### config.mk
export PLATFORM = sky130hd
export DESIGN_NAME = sum_bcd_conv
export DESIGN_NICKNAME = d
export VERILOG_FILES = /design/src/rtl/sum_bcd_conv_pkg.sv /design/src/rtl/sum_bcd_conv_seg7_enc.sv /design/src/rtl/sum_bcd_conv.sv
export SDC_FILE = /design/constraint.sdc
export NUM_CORES = 1
export LEC_CHECK = 0
export ABC_AREA = 0
export CAP_MARGIN = 5
export CORE_ASPECT_RATIO = 0.5
export CORE_MARGIN = 3
export CORE_UTILIZATION = 30
export CTS_CLUSTER_DIAMETER = 40
export CTS_CLUSTER_SIZE = 28
export DETAILED_ROUTE_END_ITERATION = 6
export MAX_ROUTING_LAYER = met4
export PLACE_DENSITY = 0.61
export SYNTH_ARGS = -nofsm -noshare
export SYNTH_HDL_FRONTEND = slang
export SYNTH_HIERARCHICAL = 1
export SYNTH_SLANG_ARGS = --single-unit
### constraint.sdc
create_clock -name CLOCK_50 -period 3.7 [get_ports CLOCK_50]
set_input_delay 0.74 -clock CLOCK_50 [delete_from_list [all_inputs] [get_ports CLOCK_50]]
set_output_delay 0.74 -clock CLOCK_50 [all_outputs]
set_load 0.005 [all_outputs]
### src/rtl/sum_bcd_conv_pkg.sv
// Shared types and constants for the signed-sum to BCD/seven-segment converter.
// Segment codes are active-low with bit0 = a through bit6 = g.
package sum_bcd_conv_pkg;

    typedef enum logic [1:0] {
        ST_IDLE,
        ST_LOAD,
        ST_SHIFT,
        ST_DONE
    } state_t;

    localparam int BCD_LIMIT = 999;

    localparam logic [6:0] SEG_BLANK = 7'h7F;
    localparam logic [6:0] SEG_MINUS = ~7'h40;

    localparam logic [0:9][6:0] SEG_DIGITS = {
        ~7'h3F, ~7'h06, ~7'h5B, ~7'h4F, ~7'h66,
        ~7'h6D, ~7'h7D, ~7'h07, ~7'h7F, ~7'h6F
    };

    // Double-dabble correction applied to every nibble before each shift.
    function automatic logic [11:0] bcd_add3(input logic [11:0] b);
        logic [11:0] r;
        for (int i = 0; i < 3; i++) begin
            r[4*i +: 4] = (b[4*i +: 4] >= 4'd5) ? b[4*i +: 4] + 4'd3
                                                 : b[4*i +: 4];
        end
        return r;
    endfunction

endpackage

### src/rtl/sum_bcd_conv_seg7_enc.sv
// Combinational BCD digit to active-low seven-segment encoder with blanking.
// Non-decimal nibbles display as blank.
module seg7_enc
    import sum_bcd_conv_pkg::*;
(
    input  logic [3:0] bcd,
    input  logic       blank,
    output logic [6:0] seg
);

    always_comb begin
        seg = SEG_BLANK;
        if (!blank && bcd <= 4'd9) begin
            seg = SEG_DIGITS[bcd];
        end
    end

endmodule

### src/rtl/sum_bcd_conv.sv
// Adds two signed operands and converts |sum| to three BCD digits by
// iterative shift-and-add-3, with sign, overflow and segment outputs.
module sum_bcd_conv
    import sum_bcd_conv_pkg::*;
#(
    parameter int W = 10
) (
    input  logic         CLOCK_50,
    input  logic         rst,
    input  logic         start,
    input  logic [W-1:0] opA,
    input  logic [W-1:0] opB,
    output logic         busy,
    output logic         done,
    output logic [3:0]   dig0,
    output logic [3:0]   dig1,
    output logic [3:0]   dig2,
    output logic         neg,
    output logic         overflow,
    output logic [6:0]   soma0,
    output logic [6:0]   soma1,
    output logic [6:0]   soma2,
    output logic [6:0]   SinalSoma
);

    localparam int CW = $clog2(W + 2);

    state_t        state_q, state_d;
    logic [W-1:0]  a_q, a_d;
    logic [W-1:0]  b_q, b_d;
    logic [W:0]    mag_q, mag_d;
    logic [11:0]   bcd_q, bcd_d;
    logic [CW-1:0] cnt_q, cnt_d;
    logic          neg_r_q, neg_r_d;
    logic          ovf_r_q, ovf_r_d;
    logic [3:0]    dig0_q, dig0_d;
    logic [3:0]    dig1_q, dig1_d;
    logic [3:0]    dig2_q, dig2_d;
    logic          neg_q, neg_d;
    logic          ovf_q, ovf_d;

    logic [W:0]    sum;
    logic [W:0]    mag_ld;

    always_comb begin
        state_d = state_q;
        a_d     = a_q;
        b_d     = b_q;
        mag_d   = mag_q;
        bcd_d   = bcd_q;
        cnt_d   = cnt_q;
        neg_r_d = neg_r_q;
        ovf_r_d = ovf_r_q;
        dig0_d  = dig0_q;
        dig1_d  = dig1_q;
        dig2_d  = dig2_q;
        neg_d   = neg_q;
        ovf_d   = ovf_q;

        sum    = {a_q[W-1], a_q} + {b_q[W-1], b_q};
        // Negating the most negative sum wraps to itself, which is the
        // correct unsigned magnitude 2**W.
        mag_ld = sum[W] ? -sum : sum;

        unique case (state_q)
            ST_IDLE: begin
                if (start) begin
                    a_d     = opA;
                    b_d     = opB;
                    state_d = ST_LOAD;
                end
            end
            ST_LOAD: begin
                neg_r_d = sum[W];
                mag_d   = mag_ld;
                ovf_r_d = 32'(mag_ld) > BCD_LIMIT;
                bcd_d   = '0;
                cnt_d   = '0;
                state_d = ST_SHIFT;
            end
            ST_SHIFT: begin
                {bcd_d, mag_d} = {bcd_add3(bcd_q), mag_q} << 1;
                cnt_d = cnt_q + 1'b1;
                if (cnt_q == CW'(W)) begin
                    state_d = ST_DONE;
                    dig0_d  = ovf_r_q ? 4'd0 : bcd_d[3:0];
                    dig1_d  = ovf_r_q ? 4'd0 : bcd_d[7:4];
                    dig2_d  = ovf_r_q ? 4'd0 : bcd_d[11:8];
                    neg_d   = neg_r_q & ~ovf_r_q;
                    ovf_d   = ovf_r_q;
                end
            end
            ST_DONE: begin
                state_d = ST_IDLE;
            end
            default: begin
                state_d = ST_IDLE;
            end
        endcase
    end

    always_ff @(posedge CLOCK_50) begin
        if (rst) begin
            state_q <= ST_IDLE;
            a_q     <= '0;
            b_q     <= '0;
            mag_q   <= '0;
            bcd_q   <= '0;
            cnt_q   <= '0;
            neg_r_q <= 1'b0;
            ovf_r_q <= 1'b0;
            dig0_q  <= '0;
            dig1_q  <= '0;
            dig2_q  <= '0;
            neg_q   <= 1'b0;
            ovf_q   <= 1'b0;
        end else begin
            state_q <= state_d;
            a_q     <= a_d;
            b_q     <= b_d;
            mag_q   <= mag_d;
            bcd_q   <= bcd_d;
            cnt_q   <= cnt_d;
            neg_r_q <= neg_r_d;
            ovf_r_q <= ovf_r_d;
            dig0_q  <= dig0_d;
            dig1_q  <= dig1_d;
            dig2_q  <= dig2_d;
            neg_q   <= neg_d;
            ovf_q   <= ovf_d;
        end
    end

    assign busy     = (state_q != ST_IDLE);
    assign done     = (state_q == ST_DONE);
    assign dig0     = dig0_q;
    assign dig1     = dig1_q;
    assign dig2     = dig2_q;
    assign neg      = neg_q;
    assign overflow = ovf_q;

    seg7_enc u_seg0 (
        .bcd   (dig0_q),
        .blank (1'b0),
        .seg   (soma0)
    );

    seg7_enc u_seg1 (
        .bcd   (dig1_q),
        .blank (dig2_q == 4'd0 && dig1_q == 4'd0),
        .seg   (soma1)
    );

    seg7_enc u_seg2 (
        .bcd   (dig2_q),
        .blank (dig2_q == 4'd0),
        .seg   (soma2)
    );

    assign SinalSoma = neg_q ? SEG_MINUS : SEG_BLANK;

endmodule
Yosys cells after proc, flatten, opt, wreduce, memory -nomap -nowiden

Memories as Yosys holds them, arrays and structs flattened.
Index checks and enable logic that the tools add are counted.

Bits in read-only memories: 336
Logic and storage cells: 79
Bits of input ports: 23
Flip-flop bits (word level): 65
Memories kept: 3
Output and inout bits: 44

Memory list:

| memory           | words | bits a word | read ports | clocked after Yosys merged registers in | wr ports | RTL line                    | text |
|---|---|---|---|---|---|---|---|
| (name not given) | 16    | 7           | 1          | 0                                       | 0        | sum_bcd_conv_seg7_enc.sv:14 | `seg = SEG_DIGITS[bcd];` |
| (name not given) | 16    | 7           | 1          | 0                                       | 0        | sum_bcd_conv_seg7_enc.sv:14 |  |
| (name not given) | 16    | 7           | 1          | 0                                       | 0        | sum_bcd_conv_seg7_enc.sv:14 |  |

Muxes and demuxes: 23
Bitwise gates (word level): 5
Reduce and logical (&&, ||, !) cells: 13
Eq/ne operators: 6
Add/subtract/negate cells: 6
Order comparisons: 10

Operator list:

| operator                                                        | number |
|---|---|
| two-way mux 7 bit                                               | 10 |
| case mux 12 bit (2 select lines)                                | 1 |
| case mux 11 bit (2 select lines)                                | 1 |
| two-way mux 4 bit                                               | 5 |
| >= comparator 5 bit, second input constant                      | 3 |
| NOT 4 -> 5 bit                                                  | 3 |
| >= comparator 4 x 3 -> 1 bit, second input constant             | 3 |
| <= comparator 4 bit, second input constant                      | 3 |
| adder 10 x 10 -> 11 bit                                         | 1 |
| greater-than comparator 11 x 10 -> 1 bit, second input constant | 1 |
| two-way mux 11 bit                                              | 1 |
| negator 11 bit                                                  | 1 |
| adder 4 x 2 -> 4 bit, second input constant                     | 2 |
| zero test 4 bit                                                 | 2 |
| case mux 2 bit (4 select lines)                                 | 1 |
| case mux 4 bit (2 select lines)                                 | 1 |
| AND reduction 2 bit                                             | 3 |
| adder 4 x 1 -> 4 bit, second input constant                     | 1 |
| == test 2 bit, second input constant                            | 2 |
| == test 4 bit, second input constant                            | 1 |
| two-way mux 2 bit                                               | 2 |
| != test 2 bit, second input constant                            | 2 |
| nonzero test 2 bit                                              | 2 |
| adder 3 x 2 -> 3 bit, second input constant                     | 1 |
| other kinds (7)                                                 | 10 |

Depth between registers and ports, before layout

Gate-level depths: netlist of the first run.

Depth in word-level cells: 5
Mapped depth: 12
Mapped depth without buffers: 12

By module

The synthesis of the first run kept the hierarchy.

By module, submodules not included:

| module       | instances | area each (µm²) | cells each | seq. area each (µm²) |
|---|---|---|---|---|
| sum_bcd_conv | 1         | 3694.8          | 460        | 1301.2 |
| seg7_enc     | 3         | 210.2           | 29         | 0.0 |

Least setup slack after synthesis of the first run

OpenSTA, ideal clock, no wires.

Path kind: reg-to-reg
From: register a_q[0]
To: register mag_q[8]
Stages on the path, launching flop included: 12
Buffers on the path: 0
Period minus slack after synthesis: 2.724 ns
Setup time: 0.132 ns
Arrival: 2.593 ns
Slack: 0.976 ns
Data required time: 3.568 ns
Cell sequence: dfxtp_1 > ha_1 > fa_1 > inv_1 > ha_1 > and4b_2 > a221oi_2 > nor4_4 > a31oi_1 > xor2_1 > o211a_1 > nor3_2

Cells in the longest elaborated chain, start to end: 4

Ends and longest elaborated chain:

| what                                 | RTL line            | text |
|---|---|---|
| from (decl)                          | sum_bcd_conv.sv:29  | `logic [W-1:0] a_q, a_d;` |
| from (signal assigned)               | sum_bcd_conv.sv:105 | `a_q <= '0;` |
| from (signal assigned)               | sum_bcd_conv.sv:119 | `a_q <= a_d;` |
| adder 10 x 10 -> 11 bit (*)          | sum_bcd_conv.sv:60  | `sum = {a_q[W-1], a_q} + {b_q[W-1], b_q};` |
| negator 11 bit                       | sum_bcd_conv.sv:63  | `mag_ld = sum[W] ? -sum : sum;` |
| two-way mux 11 bit (*)               | sum_bcd_conv.sv:63  |  |
| case mux 11 bit (2 select lines) (*) | sum_bcd_conv.sv:65  | `unique case (state_q)` |
| to (signal assigned)                 | sum_bcd_conv.sv:121 | `mag_q <= mag_d;` |
| to (decl)                            | sum_bcd_conv.sv:31  | `logic [W:0] mag_q, mag_d;` |

Every way passes the cells marked *; elsewhere a longest branch is shown, timed or not.
A chain may end at the register's enable or synchronous reset.

Worst setup path after layout of the first run

From: register dig2_q[3], in the netlist dig2[3]
To: output port soma1[0]

Cells in the longest elaborated chain, start to end: 5

Ends and longest elaborated chain:

| what                   | RTL line                    | text |
|---|---|---|
| from (decl)            | sum_bcd_conv.sv:38          | `logic [3:0] dig2_q, dig2_d;` |
| from (signal assigned) | sum_bcd_conv.sv:128         | `dig2_q <= dig2_d;` |
| zero test 4 bit        | sum_bcd_conv.sv:150         | `.blank (dig2_q == 4'd0 && dig1_q == 4'd0),` |
| logical AND 1 bit      | sum_bcd_conv.sv:150         |  |
| zero test 1 bit        | sum_bcd_conv_seg7_enc.sv:13 | `if (!blank && bcd <= 4'd9) begin` |
| logical AND 1 bit      | sum_bcd_conv_seg7_enc.sv:13 |  |
| two-way mux 7 bit      | sum_bcd_conv_seg7_enc.sv:13 |  |
| to (decl)              | sum_bcd_conv.sv:21          | `output logic [6:0] soma1,` |

No other way between the ends.

==> impl_metrics.env, run 1 <==
export IMPL_ys_warn_count=6
export IMPL_num_rows=30
export IMPL_switching_power_mw=1.10
export IMPL_cap_viol_max_count=0
export IMPL_power_mw=3.00
export IMPL_worstSetupStartpointType="flop"
export IMPL_slew_headroom_pct=41.1
export IMPL_cp_num_buf_inv=1
export IMPL_cp_cell_sequence="nor4_1 -> and2_1 -> a21oi_4 -> o21ai_0 -> clkdlybuf4s50_1"
export IMPL_maxSlewViolCount=0
export IMPL_yosys_area_top_type="dfxtp_1"
export IMPL_place_gp_congestion=0.808
export IMPL_tightest_slew_ns=0.884
export IMPL_vias=3752
export IMPL_start_util_pct=31.3
export IMPL_n_fill_cell=1420
export IMPL_antenna_found_initial=0
export IMPL_fmax_ghz=0.332
export IMPL_min_period_ns=3.02
export IMPL_synth_most_common_cell="nand2_1"
export IMPL_status="finished clean"
export IMPL_vdd_drop_max_v=0.000298
export IMPL_ant_nets=0
export IMPL_crit_type="flop to output port"
export IMPL_yosysSeqAreaShare_pct=30.1
export IMPL_wl_per_cell_um=12.1
export IMPL_drive_gt1_share_pct=8.50
export IMPL_cts_hold_buf=0
export IMPL_power_clock_fraction_pct=30.9
export IMPL_ys_ff_latch=65
export IMPL_dp_hpwl_um=6820
export IMPL_ys_flop_type="dfxtp_1"
export IMPL_clock_root_buffer="clkbuf_16"
export IMPL_power_density_nw_per_um2=560
export IMPL_internal_power_mw=1.90
export IMPL_slowest_stage="nor4_1"
export IMPL_p_comb_share_pct=40.1
export IMPL_path_clk_slew_ns=0.05
export IMPL_nets=658
export IMPL_cts_sinks=65
export IMPL_cts_resized=0
export IMPL_fin_crit_sh_pct=81.5
export IMPL_routed_via_density=4.74
export IMPL_hold_slack_ns=0.455
export IMPL_synth_cell_type_count=59
export IMPL_synth_commonest_cells="79 x nand2_1, 65 x dfxtp_1, 65 x nor2_1"
export IMPL_route_final_wire_length_um=9560
export IMPL_post_cts_buffers=0
export IMPL_die_y_um=90.9
export IMPL_fin_skew_ns=0.00643
export IMPL_grt_max_degree=47
export IMPL_max_stage_delay_ns=0.57
export IMPL_synth_cells=547
export IMPL_ctsHtreeMaxLevel=3
export IMPL_crit_arrival_ns=2.28
export IMPL_port_buffers=60
export IMPL_required_ns=2.96
export IMPL_netlist_area_leader_share_pct=30.1
export IMPL_diodes=0
export IMPL_cp_end_kind="output port"
export IMPL_netlist_area_um2=4330
export IMPL_hold_violations=0
export IMPL_grt_pass1_wl_um=16200
export IMPL_drc=0
export IMPL_track_usage_pct=12.4
export IMPL_multiInputGateArea_um2=2760
export IMPL_p_sw_share_pct=36.6
export IMPL_syn2layout_area_growth_pct=23.8
export IMPL_chipWidth_um=176
export IMPL_synth_edf_count=0
export IMPL_p_leak_nw=2.02
export IMPL_core_area_um2=13800
export IMPL_grt_pass1_vias=3464
export IMPL_tns_ns=0
export IMPL_cts_buffers=9
export IMPL_ff_latch_area_um2=1300
export IMPL_fp_dieArea_um2=16000
export IMPL_clk_latency_ns=0.33
export IMPL_cp_top_family="simple AND/OR/NAND/NOR gates"
export IMPL_synthTopCellsByArea="dfxtp_1 30%, ha_1 11%, a21oi_1 7.2%"
export IMPL_globalRouteOverflowTotal=0
export IMPL_drtPass1Iterations=5
export IMPL_syn_mean_instance_area_um2=7.91
export IMPL_min_path_type="flop to flop"
export IMPL_cts_tree="yes"
export IMPL_rsz0062_at_grt="no"
export IMPL_async_reset_ff_share_pct=0
export IMPL_ios=67
export IMPL_drt_iter0_markers=150
export IMPL_power_frac_seq_pct=29.1
export IMPL_setup_viol=0
export IMPL_cts_buffer_depth=2
export IMPL_crit_fanout=10
[worst paths after layout]
check / start / end / slack, ns / cells past startpoint
worst max register to register: a_q[0]$_SDFFE_PP0P_ / mag_q[8]$_SDFFE_PP0P_ / 0.71 / 11
worst min register to register: a_q[3]$_SDFFE_PP0P_ / a_q[3]$_SDFFE_PP0P_ / 0.46 / 2
worst max-delay path: dig2[3]$_SDFFE_PP0P_ / soma1[0] / 0.68 / 5
worst min-delay path: a_q[3]$_SDFFE_PP0P_ / a_q[3]$_SDFFE_PP0P_ / 0.46 / 2
[layout by cell type (no fill, tap or decap), types with 10 or more instances in the layout]
cell type         n
o21ai_0          30
xnor2_1          10
clkdlybuf4s50_1  59
a21oi_1          62
a22oi_1          16
nand2_1          79
ha_1             39
nor2_1           65
dfxtp_1          65
inv_1            25
nor3_1           10
[registers in the layout, summed over array words and instances (netlist names)]
register,flops
bcd_q,12
mag_q,11
a_q,10
b_q,10
cnt_q,4
dig0,4
dig1,4
dig2,4
state_q,2
neg,1
neg_r_q,1
overflow,1
ovf_r_q,1
[per-stage QoR]
stage / setup slack (ns) / instance area [um^2] / utilization (%) / cells
finish: 0.685 / 5350 / 38.8 / 792
global route: 0.443 / 5350 / 38.8 / 792
CTS: 0.623 / 5350 / 38.8 / 792
detailed placement: 0.736 / 5030 / 36.4 / 776
global placement: 0.826 / 5030 / 36.4 / 776
floorplan: 0.976 / 4340 / - / 552
[per-layer routing]
metal | part of all wire [%] | global-route usage, % | vias to the layer above
li1 | - | - | 1969
met1 | 51 | 15.7 | 1710
met2 | 43 | 19.7 | 64
met3 | 4.9 | 3.53 | 9
met4 | 0.66 | 2.70 | 0
met5 | 0 | - | -
[logic make-up (layout without fill, tap and decap cells)]
kind of cell / count (synthesis) / after routing / synth area share [%]
buffers and inverters: 58 / 106 / 6.51
DFF: 65 / 65 / 30.1
adders and majority gates: 40 / 40 / 11.7
xor gates and xnor gates: 17 / 17 / 3.44
AOI/OAI and AO/OA: 153 / 153 / 24.4
other: 2 / 7 / 0.174
muxes: 7 / 7 / 1.62
and+or+nand+nor: 205 / 205 / 22.0
[worst min-delay path, stage by stage, from the launching register on]
cell	delay, ns
dfxtp_1	0.31
nand2_1	0.05
a21oi_1	0.05
[final cells by class]
type,instances,share of cell area [%]
multi-input combinational,429,51.6
sequential,65,24.3
timing repair buffer,65,11.8
clock buffer,14,4.93
tap,192,4.49
inverter,25,1.75
clock inverter,2,1.12
[power groups by stage]
stage / Sequential (mW) / Clock, mW / Combinational (mW)
3_3_place_gp: 0.880 / 0 / 1.19
3_5_place_dp: 0.885 / 0 / 1.21
4_1_cts: 0.871 / 0.948 / 1.21
2_1_floorplan: 0.865 / 0 / 0.961
6_report: 0.871 / 0.926 / 1.20
5_1_grt: 0.884 / 0.981 / 1.36
Power figures use the tool's default switching activity.
==> run 2, diff against run 1 <==
- PLACE_DENSITY: 0.61 -> 0.62
- clock period: 3.7 -> 2.6 ns (I/O delays scaled with it)
==> impl_metrics.env, run 2 (same netlist as run 1, synthesis figures left out) <==
export IMPL_power_mw=4.52
export IMPL_cp_end_kind="flop"
export IMPL_hold_slack_ns=0.458
export IMPL_drtPass1Iterations=5
export IMPL_n_fill_cell=1434
export IMPL_routed_via_density=4.64
export IMPL_ant_nets=0
export IMPL_dp_hpwl_um=7160
export IMPL_cts_buffers=9
export IMPL_port_buffers=60
export IMPL_drive_gt1_share_pct=16.3
export IMPL_nets=680
export IMPL_hp_start="a_q[6]$_SDFFE_PP0P_"
export IMPL_min_period_ns=2.67
export IMPL_fin_skew_ns=0.00700
export IMPL_wl_per_cell_um=12.3
export IMPL_route_final_wire_length_um=10000
export IMPL_layout_common_cells="78 x nand2_1, 63 x nor2_1, 62 x a21oi_1"
export IMPL_num_rows=30
export IMPL_path_clk_slew_ns=0.05
export IMPL_power_clock_fraction_pct=26.9
export IMPL_place_gp_congestion=0.806
export IMPL_crit_arrival_ns=2.93
export IMPL_cap_viol_max_count=0
export IMPL_syn2layout_area_growth_pct=30.4
export IMPL_die_y_um=90.9
export IMPL_violations="setup timing"
export IMPL_clk_latency_ns=0.33
export IMPL_rsz0062_at_grt="yes"
export IMPL_setup_ws_ns=-0.0684
export IMPL_start_util_pct=31.3
export IMPL_final_common_cell="nand2_1"
export IMPL_drc=0
export IMPL_p_comb_share_pct=45.7
export IMPL_grt_pass1_wl_um=16500
export IMPL_clock_root_buffer="clkbuf_16"
export IMPL_globalRouteOverflowTotal=0
export IMPL_worstSetupStartpointType="flop"
export IMPL_critical_path_startpoint="b_q[0]$_SDFFE_PP0P_"
export IMPL_track_usage_pct=12.8
export IMPL_internal_power_mw=2.84
export IMPL_drt_iter0_markers=144
export IMPL_p_sw_share_pct=37.1
export IMPL_tightest_slew_ns=0.660
export IMPL_core_area_um2=13800
export IMPL_fin_util_pct=40.8
export IMPL_power_density_nw_per_um2=802
export IMPL_grt_pass1_vias=3499
export IMPL_diodes=0
export IMPL_fp_dieArea_um2=16000
export IMPL_ios=67
export IMPL_chipWidth_um=176
export IMPL_power_frac_seq_pct=27.4
export IMPL_fmax_ghz=0.375
export IMPL_grt_max_degree=30
export IMPL_crit_type="flop to flop"
export IMPL_maxSlewViolCount=0
export IMPL_top_regs="bcd_q x12, mag_q x11"
export IMPL_hold_violations=0
export IMPL_required_ns=2.86
export IMPL_tns_ns=-0.180
export IMPL_setup_viol=3
export IMPL_fin_crit_sh_pct=103
export IMPL_crit_fanout=4
export IMPL_ctsHtreeMaxLevel=3
export IMPL_switching_power_mw=1.68
export IMPL_status="finished with violations"
export IMPL_p_leak_nw=2.16
export IMPL_cts_buffer_depth=2
export IMPL_cts_sinks=65
export IMPL_vias=3773
export IMPL_top_register="bcd_q"
export IMPL_reg2reg_from="b_q[0]$_SDFFE_PP0P_"
export IMPL_antenna_found_initial=0
export IMPL_cts_tree="yes"
export IMPL_slew_headroom_pct=55.9
export IMPL_vdd_drop_max_v=0.000403
export IMPL_largest_reg_flops=12
export IMPL_min_path_type="flop to flop"
-- run 2: path summary, 6_finish.rpt --
kind              depth (start not counted)               endpoint  slack, ns
setup / recovery                         12  mag_q[6]$_SDFFE_PP0P_      -0.07
hold / removal                            2    a_q[6]$_SDFFE_PP0P_       0.46
setup reg to reg                         12  mag_q[6]$_SDFFE_PP0P_      -0.07
hold reg to reg                           2    a_q[6]$_SDFFE_PP0P_       0.46
-- run 2: stage by stage --
stage          cell area, um^2  setup WS (ns)  instances
6_report                  5640        -0.0684        813
5_1_grt                   5640         -0.200        813
4_1_cts                   5560        -0.0745        812
3_5_place_dp              5220         -0.137        796
3_3_place_gp              5220        -0.0611        796
2_1_floorplan             4380        -0.0145        552
-- run 2: power by group through the flow --
stage | Sequential (mW) | Combinational (mW) | Clock (mW)
CTS | 1.24 | 2.00 | 1.25
detailed placement | 1.26 | 1.95 | 0
finish | 1.24 | 2.06 | 1.22
floorplan | 1.24 | 1.42 | 0
global placement | 1.26 | 1.92 | 0
global route | 1.25 | 2.29 | 1.29
-- run 2: area by class of cell --
class | count | area [um^2] | share of cell area, %
Clock buffer | 12 | 256 | 4.55
Clock inverter | 3 | 40.0 | 0.710
Inverter | 25 | 93.8 | 1.66
Multi-Input combinational cell | 429 | 2890 | 51.3
Sequential cell | 65 | 1320 | 23.4
Tap cell | 192 | 240 | 4.26
Timing Repair Buffer | 87 | 798 | 14.2
-- run 2: what timing repair did --
item,CTS,global route
pin swaps,7,14
buffers inserted,1,2
endpoints found under the setup margin,9,31
resized for setup,8,19
hold buffers,0,0
-- run 2: critical path: stages, from the launching register on --
cell and delay, ns:
dfxtp_2 0.33, ha_4 0.16, fa_2 0.54, inv_2 0.05, ha_4 0.16, and4b_2 0.22, a221oi_4 0.29, nor4_4 0.10
buf_4 0.14, or3_1 0.29, nand3_1 0.09, o211ai_1 0.09, a21oi_1 0.12
-- run 2: layer usage --
metal / track usage (%) / vias up / share of wire (%)
met5: - / - / 0
li1: - / 2018 / -
met4: 3.62 / 0 / 0.90
met3: 3.65 / 7 / 5.4
met1: 16.1 / 1665 / 50
met2: 20.0 / 83 / 43
==> run 3, diff against run 2 <==
- CTS_CLUSTER_DIAMETER: 40 -> default
==> results of run 3 <==
Final layout, timing and power as in run 2 (identical DEF).
